`config.mk`:
```
export PLATFORM = sky130hd
export DESIGN_NAME = block_sync_seeker
export DESIGN_NICKNAME = d
export VERILOG_FILES = /design/src/rtl/block_sync_pkg.sv /design/src/rtl/block_sync_mux.sv /design/src/rtl/block_sync_seeker.sv
export SDC_FILE = /design/constraint.sdc
export NUM_CORES = 1
export LEC_CHECK = 0
export BUFFER_PORTS_ARGS = -buffer_cell sky130_fd_sc_hd__buf_4
export CORE_ASPECT_RATIO = 0.6
export CORE_MARGIN = 2
export CORE_UTILIZATION = 40
export DETAILED_ROUTE_END_ITERATION = 7
export PLACE_DENSITY = 0.65
export SLEW_MARGIN = 20
export SYNTH_ARGS = -nofsm -noshare
export SYNTH_HDL_FRONTEND = slang
export SYNTH_SLANG_ARGS = --single-unit
```
`constraint.sdc`:
```
create_clock -name clk_i -period 12 [get_ports clk_i]
set_input_delay 2.4 -clock clk_i [delete_from_list [all_inputs] [get_ports clk_i]]
set_output_delay 2.4 -clock clk_i [all_outputs]
set_load 0.05 [all_outputs]
```
`src/rtl/block_sync_pkg.sv`:
```
// Shared types and header helpers for the block sync seeker and its decoder-side users.
package block_sync_pkg;

    typedef enum logic [1:0] {
        SEARCH = 2'd0,
        VERIFY = 2'd1,
        LOCKED = 2'd2
    } seek_state_e;

    localparam logic [1:0] HDR_DATA = 2'b01;
    localparam logic [1:0] HDR_CTRL = 2'b10;

    function automatic logic hdr_valid(input logic [1:0] hdr);
        return (hdr == HDR_DATA) || (hdr == HDR_CTRL);
    endfunction

endpackage

```
`src/rtl/block_sync_mux.sv`:
```
// Registered barrel extract of a BLOCK_W-bit block from a wider buffer at a runtime offset.
module block_sync_mux #(
    parameter int BUF_W   = 194,
    parameter int BLOCK_W = 66,
    parameter int OFF_W   = 7
) (
    input  logic               clk_i,
    input  logic               rst_ni,
    input  logic               en,
    input  logic [BUF_W-1:0]   buffer,
    input  logic [OFF_W-1:0]   offset,
    output logic [BLOCK_W-1:0] block
);

    always_ff @(posedge clk_i or negedge rst_ni) begin
        if (!rst_ni) begin
            block <= '0;
        end else if (en) begin
            block <= BLOCK_W'(buffer >> offset);
        end
    end

endmodule

```
`src/rtl/block_sync_seeker.sv`:
```
// Sync-header seeker: hunts for the block offset, qualifies it with lock/unlock hysteresis,
// then forwards aligned blocks. SEEKER_STATS_EN builds the slip / lock-loss counters.
//
// state  | meaning
// SEARCH | testing the current offset, slip on every invalid header
// VERIFY | offset seen valid, counting consecutive valid headers towards LOCK_CNT
// LOCKED | aligned, emitting blocks, counting bad headers per WINDOW samples
module block_sync_seeker
    import block_sync_pkg::*;
#(
    parameter int BUF_W      = 194,
    parameter int BLOCK_W    = 66,
    parameter int NUM_OFF    = BUF_W - BLOCK_W,
    parameter int OFF_W      = $clog2(NUM_OFF),
    parameter int LOCK_CNT   = 32,
    parameter int WINDOW     = 64,
    parameter int UNLOCK_BAD = 16
) (
    input  logic               clk_i,
    input  logic               rst_ni,
    input  logic [BUF_W-1:0]   gbox_buffer,
    input  logic               buffer_dv,
    input  logic               force_search_i,
    output logic [OFF_W-1:0]   block_offset_o,
    output logic               locked_o,
    output logic               block_dv_o,
    output logic [BLOCK_W-1:0] block_o,
    output logic [1:0]         hdr_o,
    output logic [15:0]        slip_cnt_o,
    output logic [15:0]        lock_loss_cnt_o
);

    localparam int GW = $clog2(LOCK_CNT + 1);
    localparam int WW = $clog2(WINDOW + 1);
    localparam int BW = $clog2(UNLOCK_BAD + 1);

    generate
        if (LOCK_CNT < 1 || WINDOW < 1 || UNLOCK_BAD < 1 || UNLOCK_BAD > WINDOW) begin : g_param_chk
            $error("block_sync_seeker: illegal LOCK_CNT/WINDOW/UNLOCK_BAD");
        end
    endgenerate

    seek_state_e      state;
    logic [OFF_W-1:0] offset;
    logic [GW-1:0]    good_cnt;
    logic [WW-1:0]    win_cnt;
    logic [BW-1:0]    bad_cnt;
    logic             locked;
    logic             block_dv;

    logic [1:0]       hdr_cur;
    logic             hdr_ok;
    logic [WW-1:0]    win_next;
    logic [BW-1:0]    bad_next;
    logic             win_end;
    logic             unlock_hit;
    logic             sample;
    logic             emit;
    logic             slip_evt;
    logic             loss_evt;
    logic [OFF_W-1:0] next_off;

    assign hdr_cur = 2'(gbox_buffer >> (32'(offset) + 32'(BLOCK_W - 2)));

    always_comb begin
        hdr_ok     = hdr_valid(hdr_cur);
        win_next   = win_cnt + WW'(1);
        bad_next   = bad_cnt + BW'(!hdr_ok);
        win_end    = (win_next == WW'(WINDOW));
        unlock_hit = (bad_next == BW'(UNLOCK_BAD));
        // a forced search discards the coincident sample entirely
        sample     = buffer_dv && !force_search_i;
        emit       = sample && (state == LOCKED);
        slip_evt   = force_search_i ||
                     (sample && (((state != LOCKED) && !hdr_ok) ||
                                 ((state == LOCKED) && unlock_hit)));
        loss_evt   = (state == LOCKED) && (force_search_i || (buffer_dv && unlock_hit));
        next_off   = (offset == OFF_W'(NUM_OFF - 1)) ? '0 : offset + OFF_W'(1);
    end

    always_ff @(posedge clk_i or negedge rst_ni) begin
        if (!rst_ni) begin
            state    <= SEARCH;
            offset   <= '0;
            good_cnt <= '0;
            win_cnt  <= '0;
            bad_cnt  <= '0;
            locked   <= 1'b0;
            block_dv <= 1'b0;
        end else begin
            block_dv <= emit;
            if (slip_evt) begin
                state    <= SEARCH;
                offset   <= next_off;
                good_cnt <= '0;
                win_cnt  <= '0;
                bad_cnt  <= '0;
                locked   <= 1'b0;
            end else if (buffer_dv) begin
                case (state)
                    SEARCH: begin
                        if (LOCK_CNT == 1) begin
                            state  <= LOCKED;
                            locked <= 1'b1;
                        end else begin
                            state    <= VERIFY;
                            good_cnt <= GW'(1);
                        end
                    end
                    VERIFY: begin
                        if (good_cnt == GW'(LOCK_CNT - 1)) begin
                            state    <= LOCKED;
                            locked   <= 1'b1;
                            good_cnt <= '0;
                        end else begin
                            good_cnt <= good_cnt + GW'(1);
                        end
                    end
                    LOCKED: begin
                        if (win_end) begin
                            win_cnt <= '0;
                            bad_cnt <= '0;
                        end else begin
                            win_cnt <= win_next;
                            bad_cnt <= bad_next;
                        end
                    end
                    default: begin
                        state  <= SEARCH;
                        locked <= 1'b0;
                    end
                endcase
            end
        end
    end

    block_sync_mux #(
        .BUF_W   (BUF_W),
        .BLOCK_W (BLOCK_W),
        .OFF_W   (OFF_W)
    ) u_mux (
        .clk_i   (clk_i),
        .rst_ni  (rst_ni),
        .en      (emit),
        .buffer  (gbox_buffer),
        .offset  (offset),
        .block   (block_o)
    );

    assign block_offset_o = offset;
    assign locked_o       = locked;
    assign block_dv_o     = block_dv;
    assign hdr_o          = block_o[BLOCK_W-1 -: 2];

`ifdef SEEKER_STATS_EN
    logic [15:0] slip_cnt;
    logic [15:0] loss_cnt;

    always_ff @(posedge clk_i or negedge rst_ni) begin
        if (!rst_ni) begin
            slip_cnt <= '0;
            loss_cnt <= '0;
        end else begin
            if (slip_evt && (slip_cnt != 16'hFFFF)) slip_cnt <= slip_cnt + 16'd1;
            if (loss_evt && (loss_cnt != 16'hFFFF)) loss_cnt <= loss_cnt + 16'd1;
        end
    end

    assign slip_cnt_o      = slip_cnt;
    assign lock_loss_cnt_o = loss_cnt;
`else
    logic unused_stats;
    assign unused_stats    = loss_evt;
    assign slip_cnt_o      = 16'h0000;
    assign lock_loss_cnt_o = 16'h0000;
`endif

endmodule

```
== After elaboration in Yosys (flattened, before gate mapping) ==
Index checks and enable logic that the tools add are counted.

* $add $sub $neg: 5
* Equality and inequality tests: 12
* Shift-type cells: 2
* Multiplexer cells: 21
* Reductions and logical operators: 19

{| class="wikitable"
|+ Operator list
! operator !! count
|-
| 194-bit by 7-bit >> shifter with 66-bit output || 1
|-
| 194-bit by 8-bit >> shifter with 2-bit output || 1
|-
| 7-bit 2-to-1 mux || 5
|-
| 5-bit 2-to-1 mux || 4
|-
| 6-bit 2-to-1 mux || 3
|-
| 7-bit by 1-bit adder with 7-bit output (second input constant) || 2
|-
| 7-bit equality test (second input constant) || 2
|-
| 6-bit case mux with 2 select lines || 1
|-
| 7-bit by 7-bit adder with 8-bit output (second input constant) || 1
|-
| 6-bit by 1-bit adder with 6-bit output (second input constant) || 1
|-
| 6-bit by 5-bit equality test with 1-bit output (second input constant) || 1
|-
| 2-bit 2-to-1 mux || 3
|-
| 2-bit case mux with 3 select lines || 1
|-
| 3-bit AND reduction || 2
|-
| 5-bit by 1-bit adder with 5-bit output || 1
|-
| 5-bit equality test (second input constant) || 1
|-
| 1-bit logical AND || 5
|-
| 2-bit by 1-bit equality test with 1-bit output (second input constant) || 2
|-
| 2-bit equality test (second input constant) || 2
|-
| 2-bit != test (second input constant) || 2
|-
| 2-bit AND reduction || 2
|-
| 2-bit nonzero test || 2
|-
| 1-bit logical OR || 3
|-
| 1-bit 2-to-1 mux || 3
|-
| other kinds (7) || 8
|}

* Register bits after elaboration: 95
* Input bits: 198
* Output and inout port bits: 109
* Word-level logic and storage cells: 67

== Depth between registers and ports, before layout ==
Gate-level depths: netlist (run 1).

* Depth after elaboration: 13
* Gate-level depth with buffers: 21
* Gate-level depth less buffers: 16

== Hierarchy ==
Synthesis (run 1) repeated with hierarchy kept, for this count alone.

* Cell total of the unflattened synthesis: 1853
* Area total of the unflattened synthesis: 20289.5 um2

{| class="wikitable"
|+ Modules (own cells, without submodules)
! module !! times used !! cells each !! area each (um2) !! sequential area each (um2)
|-
| block_sync_mux || 1 || 1474 || 16153.0 || 1651.6
|-
| block_sync_seeker || 1 || 379 || 4136.5 || 725.7
|}

== Worst setup path before layout (run 1) ==
OpenSTA, ideal clock, no wires.

* Path type: input to register
* Start point: input port gbox_buffer[75]
* End point: register offset[2], in the netlist block_offset_o[2]
* Library setup time: 0.126 ns
* Arrival: 5.708 ns
* Data required time: 11.874 ns
* Slack: 6.165 ns
* Stages on the path: 14
* Buffers on the path: 1
* Cell sequence: mux4_2 -> mux4_2 -> or2_1 -> nand3_1 -> o2111ai_4 -> xnor2_4 -> inv_2 -> ha_1 -> ha_1 -> nor4_1 -> a31oi_1 -> buf_2 -> and3_1 -> a311o_1

* Cells in the longest elaborated chain, start to end: 10
* Elaborated cells between the ends (all ways): 12
* Those cells by class: add/sub (1); eq/ne (3); shift (1); reduce/logical (7)

{| class="wikitable"
|+ Ends and longest elaborated chain
! item !! line !! text
|-
| from (decl) || block_sync_seeker.sv:21 || <nowiki>input logic [BUF_W-1:0] gbox_buffer,</nowiki>
|-
| 194-bit by 8-bit >> shifter with 2-bit output (*) || block_sync_seeker.sv:63 || <nowiki>assign hdr_cur = 2'(gbox_buffer >> (32'(offset) + 32'(BLOCK_W - 2)));</nowiki>
|-
| 2-bit by 1-bit equality test with 1-bit output or 2-bit equality test (tied branches) || block_sync_pkg.sv:14 || <nowiki>return (hdr == HDR_DATA) || (hdr == HDR_CTRL);</nowiki>
|-
| 1-bit logical OR (*) || block_sync_pkg.sv:14 ||
|-
| 1-bit logical NOT (*) || block_sync_seeker.sv:68, block_sync_seeker.sv:75 ||
|-
| 5-bit by 1-bit adder with 5-bit output || block_sync_seeker.sv:68 || <nowiki>bad_next = bad_cnt + BW'(!hdr_ok);</nowiki>
|-
| 5-bit equality test || block_sync_seeker.sv:70 || <nowiki>unlock_hit = (bad_next == BW'(UNLOCK_BAD));</nowiki>
|-
| 1-bit logical AND || block_sync_seeker.sv:76 || <nowiki>((state == LOCKED) && unlock_hit)));</nowiki>
|-
| 1-bit logical OR (*) || block_sync_seeker.sv:75 || <nowiki>(sample && (((state != LOCKED) && !hdr_ok) ||</nowiki>
|-
| 1-bit logical AND (*) || block_sync_seeker.sv:75 ||
|-
| 1-bit logical OR (*) || block_sync_seeker.sv:74 || <nowiki>slip_evt = force_search_i ||</nowiki>
|-
| to (signal assigned) || block_sync_seeker.sv:94 || <nowiki>offset <= next_off;</nowiki>
|-
| to (decl) || block_sync_seeker.sv:44 || <nowiki>logic [OFF_W-1:0] offset;</nowiki>
|}

Every way passes the cells marked *; elsewhere a longest branch is shown, timed or not.
A chain may end at the register's enable or synchronous reset.

== Worst setup path in the final report (run 1) ==
* Start point: input port gbox_buffer[107]
* End point: register offset[1], in the netlist block_offset_o[1]

Same word-level chain as after synthesis.

==> summary.md, run 1 <==
| Metric | Value |
|---|---|
| Worst setup path class | `in2reg` |
| Count of hold-fix buffers inserted at cts | `0` |
| Clock group share of total power | `0.049` |
| CP Max Fanout | `25` |
| CTS root buf | `clkbuf_16` |
| Vias | `16200` |
| Synth Area per Inst | `around 9.9 µm²` |
| Core Area | `roughly 0.042 mm²` |
| Final max-slew violation count | `0` |
| Clock Latency Late Sink | `0.36 ns` |
| Post-Route WL | `about 69 mm` |
| Sequential cell area fraction in the yosys report | `0.138` |
| # diodes | `0` |
| Worst reg2reg path startpoint | `block_offset_o[1]$_DFFE_PN0N_` |
| Clk_skew | `about 0.0088 ns` |
| Largest net degree at the start of global routing | `161` |
| Leading cell types by total area after synthesis | `mux4_2 (36%), dfrtp_1 (14%), mux2i_1 (8.5%), mux2_2 (8.3%), nand2_1 (6.0%)` |
| Initial DRC Count | `2498` |
| Mapped Cells | `~1700` |
| R2R depth | `15` |
| Pre-CTS setup slack | `4.84 ns` |
| Hold WC Path Type | `reg2reg` |
| Post-CTS Setup Repair Bufs | `0` |
| Gr usage total | `0.307` |
| Setup repair after global routing missed its margin | `false` |
| Cell internal pwr | `2.58 mW` |
| GP Congestion | `a little under 1` |
| Synth async-reset ratio | `1.00` |
| Hpwl dp | `54.0 mm` |
| CP required | `12.25 ns` |
| Drt pass-1 iters | `6` |
| DIE WIDTH | `272 µm` |
| Pwr dens | `302 mW/mm²` |
| Yosys Warn Count | `0` |
| Post-route ant nets | `0` |
| Via/cell ratio | `roughly 6.7` |
| Max H-tree Level | `3` |
| Reg2Reg Capture Point | `block_offset_o[1]$_DFFE_PN0N_` |
| Gr ovfl total | `0` |
| Die ar. | `0.0447 mm²` |
| Vias in the first global route | `15100` |
| CTS Sinks | `95` |
| Fin Setup TNS | `0 ns` |
| Final period util | `0.571` |
| Clock buffer count from CTS | `9` |
| Final min period | `roughly 6.9 ns` |
| Post-synth top cells | `nand2_1 (276), mux4_2 (275), nor2_1 (162)` |
| Post_cts resized | `0` |
| Wire per inst | `28.4 µm` |
| Top-count cell post-synth | `nand2_1` |
| Clk buf depth | `2` |
| Flops & latches, synth | `95` |
| Post-synth cell types | `72` |
| Status | `finished clean` |
| IO Count | `307` |
| FF-to-FF setup slack | `5.25 ns` |
| Die Height | `165 µm` |
| Sw frac | `0.557` |
| Sw Pwr | `3.26 mW` |
| Final setup violation count | `0` |
| Min-Delay Endpoint | `u_mux.block[57]$_DFFE_PN0P_` |
| Post-Syn Area | `~0.017 mm²` |
| CTS tree | `yes` |
| Initial antenna violation count | `0` |
| Num rows | `58` |
| EDFF count, synth | `0` |
| Setup ws final | `roughly 5 ns` |
| Synth area leader | `mux4_2` |
| Fin util | `0.460` |
| Hold Crit Start | `u_mux.block[57]$_DFFE_PN0P_` |
| Crit end category | `flip-flop` |
| Sequential power share | `0.087` |
| VDD IR-drop max | `0.292 mV` |
| Max-cap violations | `0` |
| Top-area cell type share of the netlist area | `0.361` |
| Relative slew slack | `0.246` |
| Hold Vio Cnt, Final | `0` |
| Overall Power | `5.84 mW` |
| Hold Slack | `0.496 ns` |
| Initial core utilization | `0.408` |
| CP Launch Type | `input pin` |
| First-pass GRT wire length | `102 mm` |
| Tightest Pin Transition | `around 1.1 ns` |
| Main synth FF type | `dfrtp_1` |
| F_max | `146 MHz` |
| Hold depth | `1` |
| Clock Pin Slew Worst Setup and Hold Paths | `0.08 ns` |
| Crit path DAT | `7.11 ns` |
| Combinational share of power | `0.864` |
| Input/output buffers | `273` |
| Layout Nets | `approximately 2100` |
| Residual DRC count | `0` |
| Layout area overhead | `12.7%` |
| LEAKAGE | `approximately 7.9 nW` |
| Share of cells above drive strength 1 | `0.396` |
[how the worst max path moves through the flow]
stage,cells after the start,endpoint,slack (ns),start
2_1_floorplan,14,block_offset_o[2]$_DFFE_PN0N_,6.17,gbox_buffer[75]
3_3_place_gp,15,block_offset_o[0]$_DFFE_PN0N_,4.91,gbox_buffer[107]
3_5_place_dp,15,block_offset_o[1]$_DFFE_PN0N_,4.84,gbox_buffer[107]
4_1_cts,15,block_offset_o[1]$_DFFE_PN0N_,5.24,gbox_buffer[107]
5_1_grt,15,block_offset_o[1]$_DFFE_PN0N_,4.94,gbox_buffer[107]
6_report,15,block_offset_o[1]$_DFFE_PN0N_,5.14,gbox_buffer[107]
[metrics by stage]
| step | cell area [µm²] | instances |
|---|---|---|
| after floorplan | 17300 | 1769 |
| after global placement | 19100 | 2418 |
| after detailed placement | 19100 | 2418 |
| after CTS | 19300 | 2434 |
| after global routing | 19300 | 2434 |
| final | 19300 | 2434 |
[kinds of logic (layout without fill, tap and decap cells)]
kind of cell,after synthesis,in the layout,synth area share
and+or+nand+nor,534,534,0.128
AOI/OAI and AO/OA,306,306,0.116
DFF,95,95,0.138
other,1,32,0.000218
buffers and inverters,232,327,0.0737
muxes,556,556,0.535
adders and majority gates,5,5,0.00364
xor gates and xnor gates,9,9,0.00568
[cell type report]
class | count | area (µm²)
fill | 4052 | 22700
multi-input combinational | 1442 | 13600
sequential | 95 | 2400
timing repair buffer | 293 | 2230
tap | 570 | 713
clock buffer | 9 | 225
inverter | 18 | 77.6
clock inverter | 7 | 55.1
[routing by layer]
layer,up-vias,GRT usage,part of all wire
met1,8125,0.446,0.42
met3,71,0.0803,0.12
met4,0,0.0814,0.026
met2,1114,0.451,0.43
met5,-,0,0
li1,6924,-,-
[power by group through the flow]
stage | clock (mW) | sequential, mW | combinational [mW]
after CTS | 0.293 | 0.503 | 4.89
final | 0.286 | 0.506 | 5.05
after floorplan | 0 | 0.382 | 3.62
after detailed placement | 0 | 0.509 | 4.86
after global placement | 0 | 0.505 | 4.85
after global routing | 0.304 | 0.521 | 5.28
[cell usage in the layout, fill, tap and decap left out, types with 42 or more instances in the layout]
cell	count
mux4_2	275
mux2i_1	145
nor2_1	162
o211ai_1	43
nand3_1	42
nand2_1	276
buf_4	290
mux2_2	127
a21oi_1	99
dfrtp_1	88
o21ai_0	46
[flip-flops by register name, summed over array words and instances (netlist names)]
| register | count |
|---|---|
| bad_cnt | 5 |
| block_dv_o | 1 |
| block_offset_o | 7 |
| good_cnt | 6 |
| locked_o | 1 |
| state | 2 |
| u_mux.block | 66 |
| win_cnt | 7 |
[worst max-delay path: stages]
cell and delay, ns:
buf_4 0.13, mux4_2 0.57, mux4_2 0.48, mux2i_1 0.48
a221o_1 0.25, a211o_2 0.17, xnor2_4 0.18, inv_2 0.10
ha_1 0.21, ha_1 0.23, xor2_1 0.17, nor4_1 0.06
a31oi_1 0.82, o21ai_4 0.43, mux2_4 0.41
(Power assumes the default switching activity.)
==> inputs of run 2 (changes only) <==
Clock period 12 ns to 6.35 ns, I/O delays scaled along.
==> run 2 against run 1 <==
Net effect:
- register-to-register slack lost 4.2 ns
- combinational power grew 92%
- largest cell class unchanged
- critical endpoint is now block_offset_o[2]$_DFFE_PN0N_
- critical path type is now reg2reg
- die area is the same
- global-route usage grew 0.22 points
- critical path depth grew 2
- first-iteration DRC count grew 10%
==> summary.md, run 2 (synthesized netlist as in run 1, its figures left out) <==
| Metric | Value |
|---|---|
| Status | `finished clean` |
| Initial core utilization | `0.408` |
| Via/cell ratio | `6.70` |
| Die ar. | `0.0447 mm²` |
| LEAKAGE | `around 8 nW` |
| Clock Latency Late Sink | `0.36 ns` |
| Slowest stage delay, CP | `0.87 ns` |
| Overall Power | `11.2 mW` |
| IO Count | `~300` |
| Hold WC Path Type | `reg2reg` |
| Post-Route WL | `69.5 mm` |
| Gr usage total | `0.309` |
| Input/output buffers | `between 200 and 300` |
| Residual DRC count | `0` |
| Count of hold-fix buffers inserted at cts | `0` |
| Largest net degree at the start of global routing | `104` |
| Clock buffer count from CTS | `9` |
| CP max-delay cell | `dfrtp_4` |
| Vias in the first global route | `15300` |
| Hpwl dp | `55.1 mm` |
| CTS tree | `yes` |
| GP Congestion | `1.03` |
| Post-route ant nets | `0` |
| Share of cells above drive strength 1 | `0.403` |
| Critical path, cell by cell | `buf_4, mux4_2, a2111oi_0, o311a_1, a211o_2, xnor2_4, inv_2, ha_1, ha_1, xor2_1, nor4_1, a31oi_1, buf_4, nor2b_1, a31oi_1, o21ai_0, a311o_1` |
| Gr ovfl total | `0` |
| VDD IR-drop max | `roughly 0.29 mV` |
| Clock group share of total power | `0.048` |
| Hold Vio Cnt, Final | `0` |
| Critical Path Sink | `block_offset_o[2]$_DFFE_PN0N_` |
| Pwr dens | `573 mW/mm²` |
| Wire per inst | `between 20 and 30 µm` |
| R2R depth | `17` |
| Layout area overhead | `13.6%` |
| Fin Setup TNS | `0 ns` |
| CTS Sinks | `95` |
| Most frequent cells in the layout | `buf_4 (311), nand2_1 (276), mux4_2 (275)` |
| Post-CTS Setup Repair Bufs | `0` |
| Max-cap violations | `0` |
| Die Height | `165 µm` |
| Drt pass-1 iters | `5` |
| Most common cell after layout, fill and taps aside | `buf_4` |
| Crit end category | `flip-flop` |
| Final min period | `5.32 ns` |
| Dpl cells | `2438` |
| Fin util | `0.463` |
| Reg2Reg Capture Point | `block_offset_o[2]$_DFFE_PN0N_` |
| # diodes | `0` |
| Clk_skew | `0.00896 ns` |
| Relative slew slack | `0.310` |
| Sw frac | `0.558` |
| Combinational share of power | `0.867` |
| Clock Pin Slew Worst Setup and Hold Paths | `0.07 ns` |
| Num rows | `58` |
| CP required | `6.58 ns` |
| Final Instance Count excl. Fillers | `roughly 2500` |
| Final max-slew violation count | `0` |
| Hold Crit Start | `u_mux.block[38]$_DFFE_PN0P_` |
| Vias | `roughly 16000` |
| F_max | `188 MHz` |
| Core Area | `0.0421 mm²` |
| CTS root buf | `clkbuf_16` |
| DIE WIDTH | `272 µm` |
| Setup repair after global routing missed its margin | `false` |
| Sequential power share | `0.084` |
| Tightest Pin Transition | `between 1 and 1.5 ns` |
| Worst setup path class | `reg2reg` |
| Max H-tree Level | `3` |
| Final setup violation count | `0` |
| Max FFs per register | `66` |
| Clk buf depth | `2` |
| CP Max Fanout | `42` |
| Sw Pwr | `~6.2 mW` |
| Layout Nets | `2082` |
| FF-to-FF setup slack | `1.03 ns` |
| Initial DRC Count | `2757` |
| Post_cts resized | `0` |
| First-pass GRT wire length | `103 mm` |
| Hold depth | `1` |
| Initial antenna violation count | `1` |
| Worst Setup SP | `block_offset_o[1]$_DFFE_PN0N_` |
| Register bank with the most flops | `u_mux.block` |
| Cell internal pwr | `~4.9 mW` |
| Worst reg2reg path startpoint | `block_offset_o[1]$_DFFE_PN0N_` |
| CP Launch Type | `flip-flop` |
| Crit path DAT | `5.55 ns` |
| Final period util | `0.837` |
## run 2: layout make-up
type,count,area [µm²]
Fill cell,4032,22600
Multi-Input combinational cell,1442,13600
Sequential cell,95,2400
Timing Repair Buffer,313,2370
Tap cell,570,713
Clock buffer,9,225
Inverter,18,77.6
Clock inverter,7,63.8
## run 2: layer usage
layer	share of wire	wire [µm]	GRT usage	vias up
li1	-	-	-	6949
met1	0.42	29100	0.455	8218
met2	0.43	29800	0.453	1184
met3	0.13	8720	0.0763	91
met4	0.026	1840	0.0797	2
met5	0.00014	10	0	-
## run 2: critical path: cells and delay by family (launching register included)
kind | cells | cell delay, ns
adders and majority gates | 2 | 0.44
buffers and inverters | 3 | 0.64
xor gates and xnor gates | 2 | 0.36
AOI/OAI and AO/OA | 7 | 2.14
DFF | 1 | 0.87
muxes | 1 | 0.57
and+or+nand+nor | 2 | 0.12
## run 2: power by group through the flow
| stage | registers, mW | clock network [mW] | logic, mW |
|---|---|---|---|
| finish | 0.942 | 0.540 | 9.69 |
| global route | 0.973 | 0.583 | 10.1 |
| CTS | 0.940 | 0.561 | 9.36 |
| detailed placement | 0.951 | 0 | 9.30 |
| global placement | 0.943 | 0 | 9.28 |
| floorplan | 0.722 | 0 | 6.84 |
## run 2: worst min path at each step
stage	endpoint	slack (ns)
3_5_place_dp	u_mux.block[39]$_DFFE_PN0P_	0.48
3_3_place_gp	u_mux.block[56]$_DFFE_PN0P_	0.48
5_1_grt	u_mux.block[39]$_DFFE_PN0P_	0.51
4_1_cts	u_mux.block[56]$_DFFE_PN0P_	0.50
6_report	u_mux.block[38]$_DFFE_PN0P_	0.49
2_1_floorplan	bad_cnt[0]$_DFFE_PN0P_	0.50
## run 2: per-stage QoR
step	instance area [µm²]	setup WS, ns	hold slack [ns]
2_1_floorplan	17300	1.65	0.500
3_3_place_gp	19200	0.904	0.482
3_5_place_dp	19200	0.825	0.481
4_1_cts	19500	1.05	0.499
5_1_grt	19500	0.727	0.508
6_report	19500	1.03	0.493
==> inputs of run 3 (changes only) <==
Settings changed: PLACE_DENSITY 0.65 to 0.68.
Clock period 6.35 ns to 4.4 ns, I/O delays scaled along.
==> run 3 against run 2 <==
Net effect:
- the run now ends with negative setup slack left
- sequential share of layout area down 1.0 points
- non-clock buffer count up 198
- design area up 9.0%
- highest routed layer is now met4
- power up 56%
- via count up 6.0%
- die area unchanged
- clock-buffer cell count unchanged
- critical path depth up 1
- combinational power up 60%
- register-to-register slack worse by 1.1 ns
- utilization up 4.2 points
==> summary.md, run 3 (synthesized netlist as in run 1, its figures left out) <==
| Metric | Value |
|---|---|
| Status | `finished, violations left` |
| Violated checks | `negative setup slack` |
| Dpl cells | `2628` |
| Min-Delay Endpoint | `u_mux.block[41]$_DFFE_PN0P_` |
| CTS Sinks | `95` |
| CP required | `4.64 ns` |
| IO Count | `307` |
| DIE WIDTH | `272 µm` |
| Clock Pin Slew Worst Setup and Hold Paths | `0.07 ns` |
| Sw Pwr | `about 9.4 mW` |
| Num rows | `58` |
| Pwr dens | `819 mW/mm²` |
| Max H-tree Level | `3` |
| Initial core utilization | `0.408` |
| Most frequent cells in the layout | `buf_4 (491), nand2_1 (276), mux4_2 (275)` |
| Largest net degree at the start of global routing | `83` |
| Sequential power share | `0.063` |
| Sw frac | `0.540` |
| Final Instance Count excl. Fillers | `roughly 2700` |
| Vias in the first global route | `about 16000` |
| Final period util | `1.01` |
| Reg2Reg Capture Point | `block_offset_o[2]$_DFFE_PN0N_` |
| FF-to-FF setup slack | `-0.02 ns` |
| Core Area | `approximately 0.042 mm²` |
| Hold Crit Start | `u_mux.block[41]$_DFFE_PN0P_` |
| Clock buffer count from CTS | `9` |
| Area after DPL | `0.0207 mm²` |
| Drt pass-1 iters | `6` |
| Post-route ant nets | `0` |
| Final max-slew violation count | `0` |
| Hpwl dp | `58.5 mm` |
| GP Congestion | `between 1 and 1.5` |
| F_max | `226 MHz` |
| Wire per inst | `27.6 µm` |
| Max FFs per register | `66` |
| Hold Vio Cnt, Final | `0` |
| Clock group share of total power | `0.045` |
| Clock Latency Late Sink | `0.36 ns` |
| Layout Nets | `approximately 2300` |
| R2R depth | `18` |
| Count of hold-fix buffers inserted at cts | `0` |
| CTS root buf | `clkbuf_16` |
| Clk_skew | `~0.0065 ns` |
| Worst reg2reg path startpoint | `block_offset_o[1]$_DFFE_PN0N_` |
| CP Max Fanout | `7` |
| Relative slew slack | `0.353` |
| Gr usage total | `0.324` |
| Final instance area | `0.0213 mm²` |
| Max-cap violations | `0` |
| Post-Route WL | `73.1 mm` |
| VDD IR-drop max | `between 0.4 and 0.5 mV` |
| Final min period | `4.42 ns` |
| Clk buf depth | `2` |
| Final setup violation count | `2` |
| CP Launch Type | `flip-flop` |
| Worst Setup SP | `block_offset_o[1]$_DFFE_PN0N_` |
| Cell internal pwr | `8.00 mW` |
| Layout area overhead | `23.7%` |
| Via/cell ratio | `around 6.6` |
| Die ar. | `approximately 0.045 mm²` |
| Crit end category | `flip-flop` |
| Register bank with the most flops | `u_mux.block` |
| Tightest Pin Transition | `0.960 ns` |
| Vias | `17400` |
| CTS tree | `yes` |
| LEAKAGE | `between 9 and 10 nW` |
| Residual DRC count | `0` |
| Gr ovfl total | `0` |
| Initial antenna violation count | `0` |
| Hold WC Path Type | `reg2reg` |
| First-pass GRT wire length | `roughly 110 mm` |
| Crit path DAT | `4.67 ns` |
| Worst setup path class | `reg2reg` |
| Most common cell after layout, fill and taps aside | `buf_4` |
| Initial DRC Count | `2659` |
| Input/output buffers | `273` |
| Die Height | `165 µm` |
| Combinational share of power | `0.893` |
| Setup ws final | `-0.0223 ns` |
| Setup repair after global routing missed its margin | `true` |
| Hold depth | `1` |
| Share of cells above drive strength 1 | `0.466` |
| Fin Setup TNS | `-0.0232 ns` |
## run 3: changes by cell type in the layout (fill, tap and decap cells not counted), sizes merged
cell / change
buf: +198
o21ai: +1
inv: +1
diode: +1
clkinvlp: -1
## run 3: repair_timing
item | CTS | global route
buffers inserted | 4 | 1
pin swaps | 7 | 9
setup endpoints to repair | 4 | 36
gates resized for setup | 19 | 14
cloned | 2 | 2
## run 3: critical path, cell delays in order (launching register included)
cell     delay [ns]
dfrtp_4        0.45
buf_12         0.14
buf_16         0.15
mux4_2         0.58
mux4_2         0.48
mux2i_1        0.20
buf_4          0.18
a221o_1        0.16
a211o_4        0.14
xnor2_4        0.12
inv_2          0.07
ha_4           0.17
ha_4           0.21
nor4_2         0.32
a31oi_2        0.14
buf_4          0.16
buf_6          0.13
and3_4         0.17
a311o_1        0.27
## run 3: layer usage
metal / wire [µm] / vias up / track usage / share of wire
met1: 30300 / 8778 / 0.474 / 0.41
met3: 8390 / 110 / 0.0624 / 0.11
met2: 32800 / 1170 / 0.499 / 0.45
met4: 1600 / 0 / 0.0674 / 0.022
li1: - / 7367 / - / -
met5: 0 / - / 0 / 0
## run 3: through the flow
stage               worst slack [ns]  hold WS (ns)  power (mW)   util
floorplan                     0.0855         0.500        10.9      -
global placement              -0.380         0.466        15.7  0.492
detailed placement            -0.457         0.485        15.8  0.492
CTS                          -0.0435         0.501        16.9  0.503
global route                  -0.106         0.508        18.1  0.505
finish                       -0.0223         0.495        17.4  0.505
## run 3: cell type report
type / count / area, µm²
flip-flops and latches: 95 / 2400
clock buffers: 9 / 225
fillers: 3933 / 20800
diodes: 1 / 2.50
well taps: 570 / 713
multi-input cells: 1443 / 13700
inverters: 18 / 77.6
repair buffers: 511 / 4030
clock inverters: 7 / 62.6
## run 3: worst max path at each step
stage	cells past startpoint	end
2_1_floorplan	14	block_offset_o[2]$_DFFE_PN0N_
3_3_place_gp	17	block_offset_o[5]$_DFFE_PN0N_
3_5_place_dp	17	block_offset_o[5]$_DFFE_PN0N_
4_1_cts	19	block_offset_o[2]$_DFFE_PN0N_
5_1_grt	19	block_offset_o[2]$_DFFE_PN0N_
6_report	18	block_offset_o[2]$_DFFE_PN0N_
## run 3: power groups by stage
stage / Sequential [mW] / Combinational, mW / Clock (mW)
2_1_floorplan: 1.04 / 9.87 / 0
3_3_place_gp: 1.09 / 14.6 / 0
3_5_place_dp: 1.09 / 14.7 / 0
4_1_cts: 1.08 / 15.0 / 0.800
5_1_grt: 1.09 / 16.2 / 0.834
6_report: 1.09 / 15.5 / 0.778
